File: config.mk
export PLATFORM = sky130hd
export DESIGN_NAME = coin_credit_fsm
export DESIGN_NICKNAME = d
export VERILOG_FILES = /design/src/rtl/coin_credit_fsm.sv
export SDC_FILE = /design/constraint.sdc
export NUM_CORES = 1
export LEC_CHECK = 0
export BUFFER_PORTS_ARGS = -buffer_cell sky130_fd_sc_hd__buf_4
export CORE_MARGIN = 8
export CORE_UTILIZATION = 35
export DETAILED_ROUTE_END_ITERATION = 12
export HOLD_SLACK_MARGIN = 0.15
export SYNTH_ARGS = -nofsm -noshare
export SYNTH_HDL_FRONTEND = slang
export SYNTH_SLANG_ARGS = --single-unit
File: constraint.sdc
create_clock -name clk -period 3.8 [get_ports clk]
set_input_delay 0.19 -clock clk [delete_from_list [all_inputs] [get_ports clk]]
set_output_delay 0.19 -clock clk [all_outputs]
set_load 0.02 [all_outputs]
File: src/rtl/coin_credit_fsm.sv
// Coin credit controller: accumulates coins, vends products A/B, and refunds on cancel.
// Optional idle auto-refund is enabled by defining COIN_TIMEOUT_EN.
module coin_credit_fsm #(
    parameter int PRICE_A        = 2,
    parameter int PRICE_B        = 3,
    parameter int TIMEOUT_CYCLES = 255
) (
    input  logic       clk,
    input  logic       reset_n,
    input  logic       coin1,
    input  logic       coin2,
    input  logic       coin5,
    input  logic       selA,
    input  logic       selB,
    input  logic       cancel,
    output logic [3:0] total,
    output logic       vendA,
    output logic       vendB,
    output logic       refund,
    output logic       coin_reject,
    output logic       insufficient
);

    localparam logic [1:0] IDLE   = 2'd0;
    localparam logic [1:0] ACCUM  = 2'd1;
    localparam logic [1:0] VEND   = 2'd2;
    localparam logic [1:0] REFUND = 2'd3;

    localparam logic [4:0] PA = 5'(PRICE_A);
    localparam logic [4:0] PB = 5'(PRICE_B);

    logic [1:0] state, state_nx;
    logic [3:0] credit, credit_nx;
    logic       vend_a_nx, vend_b_nx, refund_nx, reject_nx, insuf_nx;
    logic [4:0] coin_val;
    logic [4:0] sum;
    logic       any_coin, multi_coin, coin_fits;
    logic       timeout_hit;

    assign any_coin   = coin1 | coin2 | coin5;
    assign multi_coin = (coin1 & coin2) | (coin1 & coin5) | (coin2 & coin5);

    always_comb begin
        coin_val = '0;
        if (coin1)      coin_val = 5'd1;
        else if (coin2) coin_val = 5'd2;
        else if (coin5) coin_val = 5'd5;
    end

    // Sum is one bit wider than credit so overflow is detected instead of wrapping.
    assign sum       = {1'b0, credit} + coin_val;
    assign coin_fits = (sum <= 5'd15);

`ifdef COIN_TIMEOUT_EN
    localparam int CW = (TIMEOUT_CYCLES > 1) ? $clog2(TIMEOUT_CYCLES + 1) : 1;

    logic [CW-1:0] idle_cnt;
    logic          in_pulse;

    assign in_pulse    = any_coin | selA | selB | cancel;
    assign timeout_hit = (state == ACCUM) && !in_pulse &&
                         (idle_cnt == CW'(TIMEOUT_CYCLES - 1));

    always_ff @(posedge clk or negedge reset_n) begin
        if (!reset_n)                         idle_cnt <= '0;
        else if (state != ACCUM || in_pulse)  idle_cnt <= '0;
        else if (!timeout_hit)                idle_cnt <= idle_cnt + 1'b1;
    end
`else
    assign timeout_hit = 1'b0;
`endif

    always_comb begin
        state_nx  = state;
        credit_nx = credit;
        vend_a_nx = 1'b0;
        vend_b_nx = 1'b0;
        refund_nx = 1'b0;
        reject_nx = 1'b0;
        insuf_nx  = 1'b0;
        case (state)
            VEND, REFUND: begin
                state_nx  = IDLE;
                credit_nx = '0;
                reject_nx = any_coin;
            end
            default: begin
                // Priority: cancel, then selects, then coins; a coin losing priority is rejected.
                if (cancel) begin
                    reject_nx = any_coin;
                    if (state == ACCUM) begin
                        state_nx  = REFUND;
                        refund_nx = 1'b1;
                    end
                end else if (selA || selB) begin
                    reject_nx = any_coin;
                    if (selA && !selB) begin
                        if (state == ACCUM && {1'b0, credit} >= PA) begin
                            state_nx  = VEND;
                            vend_a_nx = 1'b1;
                        end else begin
                            insuf_nx = 1'b1;
                        end
                    end else if (selB && !selA) begin
                        if (state == ACCUM && {1'b0, credit} >= PB) begin
                            state_nx  = VEND;
                            vend_b_nx = 1'b1;
                        end else begin
                            insuf_nx = 1'b1;
                        end
                    end
                end else if (any_coin) begin
                    if (!multi_coin && coin_fits) begin
                        credit_nx = sum[3:0];
                        state_nx  = ACCUM;
                    end else begin
                        reject_nx = 1'b1;
                    end
                end else if (timeout_hit) begin
                    state_nx  = REFUND;
                    refund_nx = 1'b1;
                end
            end
        endcase
    end

    always_ff @(posedge clk or negedge reset_n) begin
        if (!reset_n) begin
            state        <= IDLE;
            credit       <= '0;
            vendA        <= 1'b0;
            vendB        <= 1'b0;
            refund       <= 1'b0;
            coin_reject  <= 1'b0;
            insufficient <= 1'b0;
        end else begin
            state        <= state_nx;
            credit       <= credit_nx;
            vendA        <= vend_a_nx;
            vendB        <= vend_b_nx;
            refund       <= refund_nx;
            coin_reject  <= reject_nx;
            insufficient <= insuf_nx;
        end
    end

    assign total = credit;

endmodule

==> flow_summary.yaml <==
run_status:
  outcome: "finished clean"
yosys:
  ys_ff_latch: 11
  synthTopCellsByCount: "dfrtp_1 (11), inv_1 (7), nand2_1 (7), nor2_1 (7), ha_1 (6)"
  ys_types: 27
  synth_fp_nets: 88
  yosys.area.top_type_share: 0.401
  ys_async_sr_fraction: 1.00
  synth.most_common_cell: "dfrtp_1"
  yosysSeqAreaShare: 0.401
  yosysTopAreaCell: "dfrtp_1"
  netlist_area_um2: 686
  synth_flop_cell: "dfrtp_1"
  syn_inst: 73
  yosys-top-cells-area: "dfrtp_1 (40%), ha_1 (11%), inv_1 (3.8%), nand2_1 (3.8%), nor2_1 (3.8%)"
  synth_enable_flop_cells: 0
  avgSynthCellArea_um2: 9.39
  yosysWarnings: 0
critical_path:
  regToRegSetupSlack_ns: 1.74
  max_stage_delay_ns: 0.56
  cpLargestDelayFamily: "simple AND/OR/NAND/NOR gates"
  arrival_ns: 2.26
  cp-endpoint: "total[3]$_DFFE_PN0P_"
  critPathLaunch: "total[0]$_DFFE_PN0P_"
  rr_worst_depth: 7
  start_kind: "flip-flop"
  crit_type: "flip-flop to flip-flop"
  cp_max_fo: 7
  cpMaxStageDelayCell: "or4_1"
  end_kind: "flip-flop"
  required_ns: 3.99
  cp_num_buf_inv: 1
  r2r-start: "total[0]$_DFFE_PN0P_"
  path_depth: 7
  r2r_end: "total[3]$_DFFE_PN0P_"
  cp_cell_sequence: "ha_1, inv_1, fa_1, nand3b_1, nand4b_1, or4_1, a21oi_1"
clocking:
  cts_tree: "yes"
  h-tree-depth: 1
  cts-root-buf: "clkbuf_4"
  worst_skew_pair.late_latency_ns: 0.26
  cts_resized: 0
  cts_made_buffers: 3
  clkTransAtPathRegs_ns: 0.08
  cts_sinks: 11
  clk_path_buf_depth: 2
global_routing:
  grt_pass1_wl_um: 2440
  track_usage: 0.0903
  grt_pass1_vias: 531
  overflow: 0
  antenna_found_initial: 0
  grt_max_degree: 12
route:
  wl_per_cell_um: 11.7
  drt_iter0_markers: 5
  postRouteAntennaNets: 0
  vias: 569
  first_pass_iters: 4
  drc: 0
  totalWireLength_um: 1400
  via_per_inst: 4.74
sta:
  tightest_slew_ns: 0.353
  rsz0062_at_grt: "no"
  clock_skew_ns: 0.00107
  relSlewSlack: 0.761
  finalSetupTns_ns: 0
  period_share: 0.543
  layout_min_cycle_time_ns: 2.06
  finalMaxSlewViolations: 0
  hold_violations: 0
  max_freq_mhz: 484
  setup_violations: 0
layout:
  finalNetCount: 109
  drive_gt1_frac: 0.247
  antennaDiodeCount: 0
  areaGrowthSynthToFinish_pct: 27.4
power:
  power.static_leakage_nw: 0.424
  ir_drop_uv: 216
  powerDensity_nw_per_um2: 526
  p_total_w: 0.000460
placed_design:
  io_buffers: 16
  hpwl_um: 1130
  gp_congestion: 0.765
die:
  die_area_um2: 3630
  start_util: 0.361
  fp.dieH_um: 60.3
  die_w_um: 60.3
  coreArea_um2: 1900
  rows: 16
  ioPinCount: 17
worst_hold_path:
  hold_class: "primary input to flip-flop"
job:
  cap_violations: 0
## cell type report
cell class / instances / area (um^2)
Fill cell: 194 / 1030
Multi-Input combinational cell: 54 / 380
Sequential cell: 11 / 275
Timing Repair Buffer: 17 / 130
Tap cell: 27 / 33.8
Inverter: 7 / 26.3
Clock buffer: 3 / 22.5
Clock inverter: 1 / 5.00
## worst reg2reg max path, delay by kind of cell, from the launching register on
family / cells / cell delay, ns
fa+ha+maj: 2 / 0.42
simple gates: 3 / 0.91
buf+inv: 1 / 0.07
compound gates: 1 / 0.16
flops: 1 / 0.44
## sequential cells by signal, summed over array words and instances (netlist names)
signal / flops
coin_reject: 1
insufficient: 1
refund: 1
state: 2
total: 4
vendA: 1
vendB: 1
## metal layers
metal	vias up	track usage	share of wire
met5	-	0	0
met4	0	0.0612	0.019
met3	2	0.0258	0.071
met2	13	0.134	0.46
met1	259	0.109	0.45
li1	295	-	-
## timing repair
| action | in CTS | in global routing |
|---|---|---|
| endpoints found under the setup margin | 0 | 0 |
| hold buffers | 1 | 0 |
| buffers inserted | 0 | 0 |
| endpoints found under the hold margin | 11 | 0 |
## report_power, final
| group | leakage (nW) | switching (W) | internal, W | total [W] |
|---|---|---|---|---|
| clock | 0.0177 | 0.0000415 | 0.0000389 | 0.0000804 |
| sequential | 0.144 | 0.0000377 | 0.000146 | 0.000183 |
| combinational | 0.262 | 0.000104 | 0.0000922 | 0.000196 |
## placed cells by master, fill, tap and decap left out, drive strengths merged
cell type,Yosys,routed
o21ai,4,4
xor2,1,1
nor3,5,5
a21o,1,1
nor4,1,1
dlygate4sd3,0,1
nand3b,1,1
or3b,1,1
ha,6,6
nand2,7,7
nor2,7,7
nand3,1,1
xnor2,1,1
or4,1,1
nand4b,1,1
nor4b,2,2
fa,1,1
inv,7,7
o311a,1,1
nand2b,3,3
buf,0,16
a31o,1,1
dfrtp,11,11
clkinv,0,1
o31ai,2,2
clkbuf,1,3
a21oi,3,3
mux2i,2,2
maj3,1,1
## worst min path at each step
stage / start / end / cells after the start
5_1_grt: coin5 / coin_reject$_DFF_PN0_ / 3
2_1_floorplan: reset_n / coin_reject$_DFF_PN0_ / 0
4_1_cts: cancel / vendA$_DFF_PN0_ / 4
6_report: coin5 / coin_reject$_DFF_PN0_ / 3
3_5_place_dp: reset_n / refund$_DFF_PN0_ / 1
3_3_place_gp: reset_n / refund$_DFF_PN0_ / 1
## metrics by stage
stage	area [um^2]	cells	hold slack (ns)	utilization	worst slack, ns
global route	873	120	0.198	0.459	1.59
CTS	873	120	0.185	0.459	1.71
finish	873	120	0.187	0.459	1.74
detailed placement	836	115	0.0323	0.439	1.68
global placement	836	115	0.0318	0.439	1.77
floorplan	686	73	-0.106	-	1.81
## kinds of logic (layout without fill, tap and decap cells)
family | Yosys count | count (layout) | share of synthesized area
adders and majority gates | 8 | 8 | 0.153
AOI/OAI and AO/OA | 12 | 12 | 0.117
and+or+nand+nor | 30 | 30 | 0.230
muxes | 2 | 2 | 0.0292
DFF | 11 | 11 | 0.401
buffers and inverters | 8 | 28 | 0.0438
xor gates and xnor gates | 2 | 2 | 0.0256
(Power assumes the default switching activity.)
